File: src/rtl/pc_sequencer.sv
// -----------------------------------------------------------------------------
// pc_sequencer
//
// Fetch-address sequencer for an in-order front end. It produces the next
// instruction address every cycle and handles:
//   * a one-cycle BOOT state after reset release,
//   * sequential fetch with stall hold,
//   * taken-branch redirects with a FLUSH_CYC-cycle fetch bubble and a
//     one-cycle squash pulse,
//   * call/return link prediction through a return-address stack.
//
// Build option (macro PC_SEQ_RAS_EN):
//   defined   : RAS_DEPTH-entry circular return-address stack with a sticky
//               overflow flag.
//   undefined : a single link register replaces the stack; ras_ovf_o is 0.
//
// Parameters:
//   ADDR_W    instruction address width
//   RESET_PC  first fetch address after reset
//   FLUSH_CYC bubble cycles after a redirect (1..3)
//   RAS_DEPTH return-address-stack entries (power of two, >= 2)
//
// Ports:
//   clk           clock, all state changes on the rising edge
//   rst_n         asynchronous active-low reset
//   stall_i       hold the PC (downstream not ready)
//   br_valid_i    branch resolution presented this cycle
//   br_taken_i    branch decision
//   br_call_i     taken branch is a call (push br_pc_i + 1)
//   br_ret_i      taken branch is a return (pop link address)
//   br_pc_i       address of the resolving branch
//   br_target_i   taken target (unused when a return finds a link)
//   pc_o          current fetch address
//   fetch_valid_o pc_o is a real fetch, not a bubble
//   flush_o       one-cycle squash pulse, coincident with the redirect address
//   ras_ovf_o     sticky: a push happened on a full stack
//   ras_unf_o     one-cycle pulse: a return found no link address
//
// All outputs are registered, so flush_o and ras_unf_o appear in the first
// cycle that pc_o shows the redirect address.
// -----------------------------------------------------------------------------
module pc_sequencer #(
    parameter int                ADDR_W    = 16,
    parameter logic [ADDR_W-1:0] RESET_PC  = '0,
    parameter int                FLUSH_CYC = 2,
    parameter int                RAS_DEPTH = 4
) (
    input  logic              clk,
    input  logic              rst_n,
    input  logic              stall_i,
    input  logic              br_valid_i,
    input  logic              br_taken_i,
    input  logic              br_call_i,
    input  logic              br_ret_i,
    input  logic [ADDR_W-1:0] br_pc_i,
    input  logic [ADDR_W-1:0] br_target_i,
    output logic [ADDR_W-1:0] pc_o,
    output logic              fetch_valid_o,
    output logic              flush_o,
    output logic              ras_ovf_o,
    output logic              ras_unf_o
);

    // -------------------------------------------------------------------------
    // Elaboration-time parameter checks
    // -------------------------------------------------------------------------
    if (FLUSH_CYC < 1 || FLUSH_CYC > 3) begin : g_bad_flush_cyc
        $error("pc_sequencer: FLUSH_CYC must be in 1..3");
    end
    if (RAS_DEPTH < 2 || (RAS_DEPTH & (RAS_DEPTH - 1)) != 0) begin : g_bad_ras_depth
        $error("pc_sequencer: RAS_DEPTH must be a power of two >= 2");
    end

    localparam logic [1:0] FLUSH_LAST = 2'(FLUSH_CYC - 1);

    typedef enum logic [1:0] {
        ST_BOOT  = 2'd0,
        ST_RUN   = 2'd1,
        ST_FLUSH = 2'd2
    } state_t;

    state_t            state_q, state_d;
    logic [ADDR_W-1:0] pc_q, pc_d;
    logic              fetch_valid_q, fetch_valid_d;
    logic              flush_q, flush_d;
    logic              unf_q, unf_d;
    logic [1:0]        fcnt_q, fcnt_d;

    // -------------------------------------------------------------------------
    // Redirect decode. Branch results are only honoured in RUN; during FLUSH
    // they come from squashed instructions.
    // -------------------------------------------------------------------------
    logic              redirect;
    logic              is_ret;
    logic              is_call;
    logic              link_avail;
    logic [ADDR_W-1:0] link_addr;
    logic [ADDR_W-1:0] link_pc;
    logic [ADDR_W-1:0] redir_addr;

    assign redirect   = (state_q == ST_RUN) && br_valid_i && br_taken_i;
    assign is_ret     = redirect && br_ret_i;
    // A return takes priority over a call when both are flagged.
    assign is_call    = redirect && br_call_i && !br_ret_i;
    assign link_pc    = br_pc_i + 1'b1;
    assign redir_addr = (is_ret && link_avail) ? link_addr : br_target_i;

`ifdef PC_SEQ_RAS_EN
    // -------------------------------------------------------------------------
    // Circular return-address stack. sp_q points at the next free slot;
    // cnt_q counts live entries and saturates at RAS_DEPTH so that a push on
    // a full stack simply overwrites the oldest entry.
    // -------------------------------------------------------------------------
    localparam int PTR_W = $clog2(RAS_DEPTH);
    localparam int CNT_W = $clog2(RAS_DEPTH + 1);

    logic [ADDR_W-1:0] ras_mem [RAS_DEPTH];
    logic [PTR_W-1:0]  sp_q, sp_d;
    logic [CNT_W-1:0]  cnt_q, cnt_d;
    logic              ovf_q, ovf_d;
    logic [PTR_W-1:0]  top_idx;
    logic              ras_full;

    assign top_idx    = sp_q - 1'b1;
    assign ras_full   = (cnt_q == CNT_W'(RAS_DEPTH));
    assign link_avail = (cnt_q != '0);
    // Combinational read so the popped address is usable in the same cycle.
    assign link_addr  = ras_mem[top_idx];

    always_comb begin
        sp_d  = sp_q;
        cnt_d = cnt_q;
        ovf_d = ovf_q;
        if (is_call) begin
            sp_d = sp_q + 1'b1;
            if (ras_full) begin
                ovf_d = 1'b1;
            end else begin
                cnt_d = cnt_q + 1'b1;
            end
        end else if (is_ret && link_avail) begin
            sp_d  = top_idx;
            cnt_d = cnt_q - 1'b1;
        end
    end

    // Storage needs no reset: cnt_q == 0 marks every entry as dead.
    always_ff @(posedge clk) begin
        if (is_call) begin
            ras_mem[sp_q] <= link_pc;
        end
    end

    always_ff @(posedge clk or negedge rst_n) begin
        if (!rst_n) begin
            sp_q  <= '0;
            cnt_q <= '0;
            ovf_q <= 1'b0;
        end else begin
            sp_q  <= sp_d;
            cnt_q <= cnt_d;
            ovf_q <= ovf_d;
        end
    end

    assign ras_ovf_o = ovf_q;
`else
    // -------------------------------------------------------------------------
    // Single link register. It stays valid after a return, so repeated
    // returns all go to the most recent call's link address.
    // -------------------------------------------------------------------------
    logic [ADDR_W-1:0] link_q, link_d;
    logic              link_vld_q, link_vld_d;

    assign link_avail = link_vld_q;
    assign link_addr  = link_q;

    always_comb begin
        link_d     = link_q;
        link_vld_d = link_vld_q;
        if (is_call) begin
            link_d     = link_pc;
            link_vld_d = 1'b1;
        end
    end

    always_ff @(posedge clk or negedge rst_n) begin
        if (!rst_n) begin
            link_q     <= '0;
            link_vld_q <= 1'b0;
        end else begin
            link_q     <= link_d;
            link_vld_q <= link_vld_d;
        end
    end

    assign ras_ovf_o = 1'b0;
`endif

    // -------------------------------------------------------------------------
    // FSM: state register
    // -------------------------------------------------------------------------
    always_ff @(posedge clk or negedge rst_n) begin
        if (!rst_n) begin
            state_q       <= ST_BOOT;
            pc_q          <= RESET_PC;
            fetch_valid_q <= 1'b0;
            flush_q       <= 1'b0;
            unf_q         <= 1'b0;
            fcnt_q        <= '0;
        end else begin
            state_q       <= state_d;
            pc_q          <= pc_d;
            fetch_valid_q <= fetch_valid_d;
            flush_q       <= flush_d;
            unf_q         <= unf_d;
            fcnt_q        <= fcnt_d;
        end
    end

    // -------------------------------------------------------------------------
    // FSM: next-state logic
    // -------------------------------------------------------------------------
    always_comb begin
        state_d = state_q;
        case (state_q)
            ST_BOOT:  state_d = ST_RUN;
            ST_RUN:   if (redirect) state_d = ST_FLUSH;
            ST_FLUSH: if (fcnt_q == FLUSH_LAST) state_d = ST_RUN;
            default:  state_d = ST_BOOT;
        endcase
    end

    // -------------------------------------------------------------------------
    // FSM: output logic (next values of the registered outputs)
    // -------------------------------------------------------------------------
    always_comb begin
        pc_d          = pc_q;
        fetch_valid_d = fetch_valid_q;
        flush_d       = 1'b0;
        unf_d         = 1'b0;
        fcnt_d        = fcnt_q;
        case (state_q)
            ST_BOOT: begin
                fetch_valid_d = 1'b0;
            end
            ST_RUN: begin
                if (redirect) begin
                    // A redirect overrides stall.
                    pc_d          = redir_addr;
                    fetch_valid_d = 1'b0;
                    flush_d       = 1'b1;
                    unf_d         = is_ret && !link_avail;
                    fcnt_d        = '0;
                end else if (!stall_i) begin
                    // The first RUN cycle after BOOT presents RESET_PC as a
                    // valid fetch; the PC only advances past a valid fetch.
                    if (fetch_valid_q) begin
                        pc_d = pc_q + 1'b1;
                    end
                    fetch_valid_d = 1'b1;
                end
            end
            ST_FLUSH: begin
                // Stall does not stretch the bubble.
                if (fcnt_q == FLUSH_LAST) begin
                    fetch_valid_d = 1'b1;
                end else begin
                    fetch_valid_d = 1'b0;
                    fcnt_d        = fcnt_q + 1'b1;
                end
            end
            default: begin
                fetch_valid_d = 1'b0;
            end
        endcase
    end

    assign pc_o          = pc_q;
    assign fetch_valid_o = fetch_valid_q;
    assign flush_o       = flush_q;
    assign ras_unf_o     = unf_q;

endmodule

File: config.mk
export PLATFORM = sky130hd
export DESIGN_NAME = pc_sequencer
export DESIGN_NICKNAME = d
export VERILOG_FILES = /design/src/rtl/pc_sequencer.sv
export SDC_FILE = /design/constraint.sdc
export NUM_CORES = 1
export LEC_CHECK = 0
export CAP_MARGIN = 10
export CELL_PAD_IN_SITES_DETAIL_PLACEMENT = 1
export CELL_PAD_IN_SITES_GLOBAL_PLACEMENT = 1
export CORE_MARGIN = 4
export CORE_UTILIZATION = 34
export DETAILED_ROUTE_END_ITERATION = 7
export PLACE_DENSITY = 0.79
export RECOVER_POWER = 25
export SLEW_MARGIN = 20
export SYNTH_ARGS = -nofsm -noshare
export SYNTH_HDL_FRONTEND = slang
export SYNTH_SLANG_ARGS = --single-unit
File: constraint.sdc
create_clock -name clk -period 1.6 [get_ports clk]
set_input_delay 0.32 -clock clk [delete_from_list [all_inputs] [get_ports clk]]
set_output_delay 0.32 -clock clk [all_outputs]
set_load 0.02 [all_outputs]
==> reports/qor.csv, run 1 <==
metric,value,unit
fin_skew,0.0127,ns
setup_slack,-0.105,ns
initial_core_util,0.355,
die_w,93.0,µm
r2r_start,state_q[1],
crit_buf_inv,1,
dp_slack,-0.446,ns
netlist_instances,270,
maxCapViolations,0,
critPathSlowestCell,mux2_2,
post-dp-hpwl,6.02,mm
syn_area_per_cell,9.09,µm²
clock_latency,0.31,ns
io_pins,59,
failed_checks,setup timing,
multi_input_area,0.00165,mm²
fill_cells,796,
outcome,"complete, but fails checks",
p_int,0.00343,W
gp_congestion,0.829,
cts_tree,yes,
max_freq,0.587,GHz
switching_share,0.405,
crit_chain,inv_2 > ha_4 > nand3_4 > nor3b_4 > mux2_2,
fp-row-count,30,
worst_path_largest_cell_delay,0.41,ns
power_density,1440,mW/mm²
hold_path_class,flop to flop,
ys_types,50,
clkPwrFrac,0.149,
ant_nets,0,
gr-usage-met3,0.0362,
peakVddDrop,414,µV
grt_use_met1,0.238,
grt_pass1_vias,2697,
grt_max_degree,41,
start_kind,flop,
synth_edf_count,0,
die-area,0.00864,mm²
end_kind,flop,
grt_pass1_wl,13.4,mm
vias,2664,
path_clk_slew,0.09,ns
synth.net_count,316,
avgRoutedWirePerCell,19.1,µm
tns,-0.580,ns
min_from,link_addr[10],
nets,431,
top_usage_layer,met2,
relSlewSlack,0.361,
pwr-share-comb,0.526,
ys_ff_latch,40,
cp_data_arrival_time,1.89,ns
seqPwrFrac,0.325,
synth_top_area_share,0.408,
grt_antenna_before_repair,0,
period_needed,1.70,ns
portBuffers,57,
die_y,93.0,µm
yosysTopAreaCell,dfrtp_1,
drt-pass1-iter-count,4,
syn_area,0.00245,mm²
syn_to_final_growth,62.6,%
cts_buffers,5,
coreArea,0.00691,mm²
worst_pin_slew,0.958,ns
cts_sinks,40,
crit_path_max_fanout,5,
clk_root_buffer_cell,clkbuf_8,
synth_top_cells_by_count,"40 x dfrtp_1, 26 x a21oi_1, 25 x nor2_1",
drt_iter0_drc,113,
htree_levels,2,
vias_per_cell,5.53,
crit_family,simple AND/OR/NAND/NOR gates,
drive_gt1_frac,0.389,
setup_violations,19,
regArea,0.00101,mm²
critPathRequiredTime,1.78,ns
rsz0062_at_grt,true,
wl,9.22,mm
path_class,flop to flop,
num_antenna_cells,0,
p_switching,0.00233,W
slew_violations,0,
min_period_over_period,1.07,
grt_remaining_overflow,0,
synth-async-reset-ratio,1.00,
synth_ff_type,dfrtp_1,
p_leak,1.66,nW
yosysMostFrequentCell,dfrtp_1,
met2_usage,0.337,
grt_usage,0.196,
yosysWarnings,0,
clock_path_buffers,2,
synth_area_leaders,"dfrtp_1 41%, a21oi_1 5.3%, mux2_2 5.0%",
hold_violations,0,
drc,0,
crit_start,state_q[1],
ys_seq_area_frac,0.408,
-- cell type report --
type,count,area share
clock buffers,5,0.0172
clock inverters,3,0.0107
inverters,9,0.00877
multi-input cells,204,0.412
repair buffers,125,0.268
flip-flops and latches,40,0.253
well taps,96,0.0301
-- final timing paths --
kind | end | slack, ns | cells past startpoint
setup / recovery | link_addr[1] | -0.10 | 5
hold / removal | link_addr[10] | 0.53 | 2
setup reg to reg | link_addr[1] | -0.10 | 5
hold reg to reg | link_addr[10] | 0.53 | 2
max in group asynchronous | pc_o[8] | 0.16 | 3
min in group asynchronous | state_q[1] | 0.79 | 3
-- registers in the layout, summed over array words and instances (netlist names) --
| signal | flops |
|---|---|
| state_q | 2 |
| link_avail | 1 |
| link_addr | 16 |
| flush_o | 1 |
| fcnt_q | 2 |
| pc_o | 16 |
| ras_unf_o | 1 |
| fetch_valid_o | 1 |
-- worst register-to-register path: cells and delay by family (launching register included) --
kind          cells  cell delay (ns)
simple gates      2             0.51
fa+ha+maj         1             0.18
mux               1             0.41
flops             1             0.40
buf+inv           1             0.08
-- layout by cell type (no fill, tap or decap), types with 3 or more instances in the layout --
| cell type | instances |
|---|---|
| o22a_1 | 3 |
| clkbuf_8 | 5 |
| nand2_1 | 18 |
| nor3_2 | 3 |
| mux2_2 | 10 |
| nor2_4 | 5 |
| nand4_1 | 5 |
| dfrtp_2 | 7 |
| nor2_1 | 13 |
| a21oi_2 | 7 |
| dfrtp_1 | 33 |
| and3_1 | 7 |
| o22ai_1 | 5 |
| ha_1 | 5 |
| nor3_1 | 4 |
| a21oi_1 | 19 |
| xnor2_1 | 13 |
| buf_6 | 5 |
| inv_1 | 7 |
| buf_4 | 61 |
| clkdlybuf4s50_1 | 37 |
| nand3_1 | 10 |
| nor2_2 | 7 |
| dlygate4sd2_1 | 19 |
| o21ai_0 | 4 |
| a2bb2oi_1 | 3 |
| a211oi_2 | 6 |
| nand3_4 | 3 |
| mux2i_1 | 4 |
-- cell families (layout without fill, tap and decap cells) --
| family | Yosys count | count (layout) | share of synthesized area |
|---|---|---|---|
| AO/OA/AOI/OAI | 71 | 71 | 0.190 |
| AND/OR/NAND/NOR | 96 | 96 | 0.202 |
| flip-flops | 40 | 40 | 0.408 |
| adder cells (fa/ha/maj) | 7 | 7 | 0.0357 |
| multiplexers | 15 | 15 | 0.0668 |
| buffers and inverters | 26 | 142 | 0.0464 |
| XOR/XNOR | 14 | 14 | 0.0500 |
| other | 1 | 1 | 0.00153 |
-- repair_timing --
action                                 4_1_cts  5_1_grt
endpoints found under the hold margin       40        0
setup endpoints to repair                   44       31
pin swaps                                    0        6
resized for setup                           30       63
cloned                                       0        2
hold buffers                                 1        0
buffers inserted                             0        3
-- power by group through the flow --
stage / Combinational (W) / Clock, W / Sequential (W)
4_1_cts: 0.00267 / 0.000863 / 0.00180
6_report: 0.00303 / 0.000856 / 0.00187
2_1_floorplan: 0.00124 / 0 / 0.00199
5_1_grt: 0.00327 / 0.000902 / 0.00194
3_3_place_gp: 0.00259 / 0 / 0.00178
3_5_place_dp: 0.00269 / 0 / 0.00181
-- per-layer routing --
layer,vias to the layer above,part of all wire
li1,1219,-
met1,1314,0.40
met2,100,0.51
met3,31,0.056
met4,0,0.038
met5,-,0
-- metrics by stage --
stage	cells	utilization	hold slack, ns	instance area (µm²)	total power [W]
after floorplan	270	-	0.0244	2500	0.00323
after global placement	468	0.519	0.309	3580	0.00437
after detailed placement	468	0.519	0.312	3580	0.00450
after CTS	477	0.541	0.513	3740	0.00533
after global routing	482	0.578	0.573	3990	0.00611
final	482	0.578	0.535	3990	0.00576
No activity file was read; power rests on OpenSTA's default activity.
==> run 2, diff against run 1 <==
- GPL_TIMING_DRIVEN: default -> 0
==> run 2 against run 1 <==
  * The flow still finishes with violations (setup timing)
  * Critical path type unchanged
  * Via count fell by 6.6%
  * Largest power group unchanged
  * Fmax rose by 2.1%
  * Clock power fell by 24%
  * Global-route usage fell by 0.77 points
  * Non-clock buffer count fell by 27
==> reports/qor.csv, run 2 (synthesis gave the netlist of run 1 again) <==
metric,value,unit
htree_levels,2,
cts_tree,yes,
p_switching,0.00220,W
multi_input_area,0.00160,mm²
portBuffers,56,
regArea,0.00101,mm²
vias,2489,
hold_path_class,primary input to flop,
crit_path_max_fanout,8,
path_class,flop to flop,
crit_buf_inv,0,
initial_core_util,0.355,
nets,404,
seqPwrFrac,0.365,
p_int,0.00309,W
pwr-share-comb,0.511,
fp-row-count,30,
drt_iter0_drc,132,
post-dp-hpwl,5.69,mm
die-area,0.00864,mm²
min_period_over_period,1.04,
end_kind,flop,
hold_violations,0,
failed_checks,setup timing,
clkPwrFrac,0.123,
grt_max_degree,30,
clock_latency,0.29,ns
die_w,93.0,µm
crit_family,simple AND/OR/NAND/NOR gates,
clk_root_buffer_cell,clkbuf_8,
drt-pass1-iter-count,4,
power_density,1410,mW/mm²
relSlewSlack,0.519,
grt_usage,0.188,
grt_pass1_vias,2625,
reg2reg_depth,4,
cts_sinks,40,
setup_violations,9,
critical_path_cell_count,4,
syn_to_final_growth,52.9,%
grt_antenna_before_repair,0,
drc,0,
max_freq,0.599,GHz
dp_slack,-0.658,ns
final_common_cell,clkdlybuf4s50_1,
path_clk_slew,0.08,ns
peakVddDrop,459,µV
setup_slack,-0.0693,ns
clock_path_buffers,2,
crit_chain,and4_2 > nand3_1 > or4_4 > a211oi_2,
worst_pin_slew,0.722,ns
maxCapViolations,0,
gp_congestion,0.810,
coreArea,0.00691,mm²
period_needed,1.67,ns
vias_per_cell,5.48,
worst_path_largest_cell_delay,0.46,ns
slew_violations,0,
avgRoutedWirePerCell,18.9,µm
outcome,"complete, but fails checks",
wl,8.59,mm
grt_remaining_overflow,0,
start_kind,flop,
critPathRequiredTime,1.81,ns
fin_skew,0.00663,ns
rsz0062_at_grt,true,
hold_path_depth,2,
switching_share,0.417,
cts_buffers,5,
grt_pass1_wl,13.0,mm
critPathSlowestCell,or4_4,
final_cell_mix,"32 x clkdlybuf4s50_1, 30 x dfrtp_1, 24 x buf_4",
drive_gt1_frac,0.335,
io_pins,59,
p_leak,1.56,nW
tns,-0.266,ns
die_y,93.0,µm
ant_nets,0,
fill_cells,800,
num_antenna_cells,0,
cp_data_arrival_time,1.88,ns
[run 2: cell types whose count changed in the layout (fill, tap and decap cells not counted), sizes merged]
cell,change
dlymetal6s2s,+5
dlygate4sd2,-1
buf,-31
clkdlybuf4s50,-5
clkinvlp,-1
clkbuf,+6
bufinv,-1
[run 2: path summary, 6_finish.rpt]
check | from | end | slack, ns
worst min-delay path | br_pc_i[0] | link_addr[0] | 0.33
worst min register to register | link_addr[10] | link_addr[10] | 0.52
max in group asynchronous | rst_n | pc_o[9] | 0.12
worst max-delay path | pc_o[8] | pc_o[15] | -0.07
worst max register to register | pc_o[8] | pc_o[15] | -0.07
min in group asynchronous | rst_n | fetch_valid_o | 0.59
[run 2: metal layers]
metal	GRT usage	routed length, µm	vias up
li1	-	-	1171
met1	0.236	3510	1239
met2	0.336	4660	72
met3	0.0322	348	7
met4	0.0452	79	0
met5	0	0	-
[run 2: cell type report]
class | count | area share
buffer | 14 | 0.0330
clock buffer | 6 | 0.0193
clock inverter | 1 | 0.00133
inverter | 9 | 0.0103
multi-input combinational | 204 | 0.425
sequential | 40 | 0.270
tap | 96 | 0.0320
timing repair buffer | 84 | 0.209
[run 2: metrics by stage]
step / total power, W / utilization / hold slack, ns / cell area (µm²) / std cells
2_1_floorplan: 0.00323 / - / 0.0244 / 2500 / 270
3_3_place_gp: 0.00403 / 0.461 / 0.491 / 3180 / 422
3_5_place_dp: 0.00418 / 0.463 / 0.241 / 3200 / 423
4_1_cts: 0.00502 / 0.515 / 0.435 / 3560 / 447
5_1_grt: 0.00565 / 0.543 / 0.379 / 3750 / 454
6_report: 0.00529 / 0.543 / 0.329 / 3750 / 454
[run 2: power by group through the flow]
stage | logic [W] | registers, W | clock network, W
2_1_floorplan | 0.00124 | 0.00199 | 0
3_3_place_gp | 0.00216 | 0.00186 | 0
3_5_place_dp | 0.00228 | 0.00190 | 0
4_1_cts | 0.00248 | 0.00188 | 0.000669
5_1_grt | 0.00293 | 0.00200 | 0.000714
6_report | 0.00271 | 0.00193 | 0.000652
[run 2: what timing repair did]
item                                    in CTS  in global routing
hold buffers                                 1                  0
buffers inserted                            18                  6
hold endpoints to repair                    11                  0
cloned                                       0                  2
resized for setup                           63                 51
pin swaps                                    6                  8
endpoints found under the setup margin      53                 35
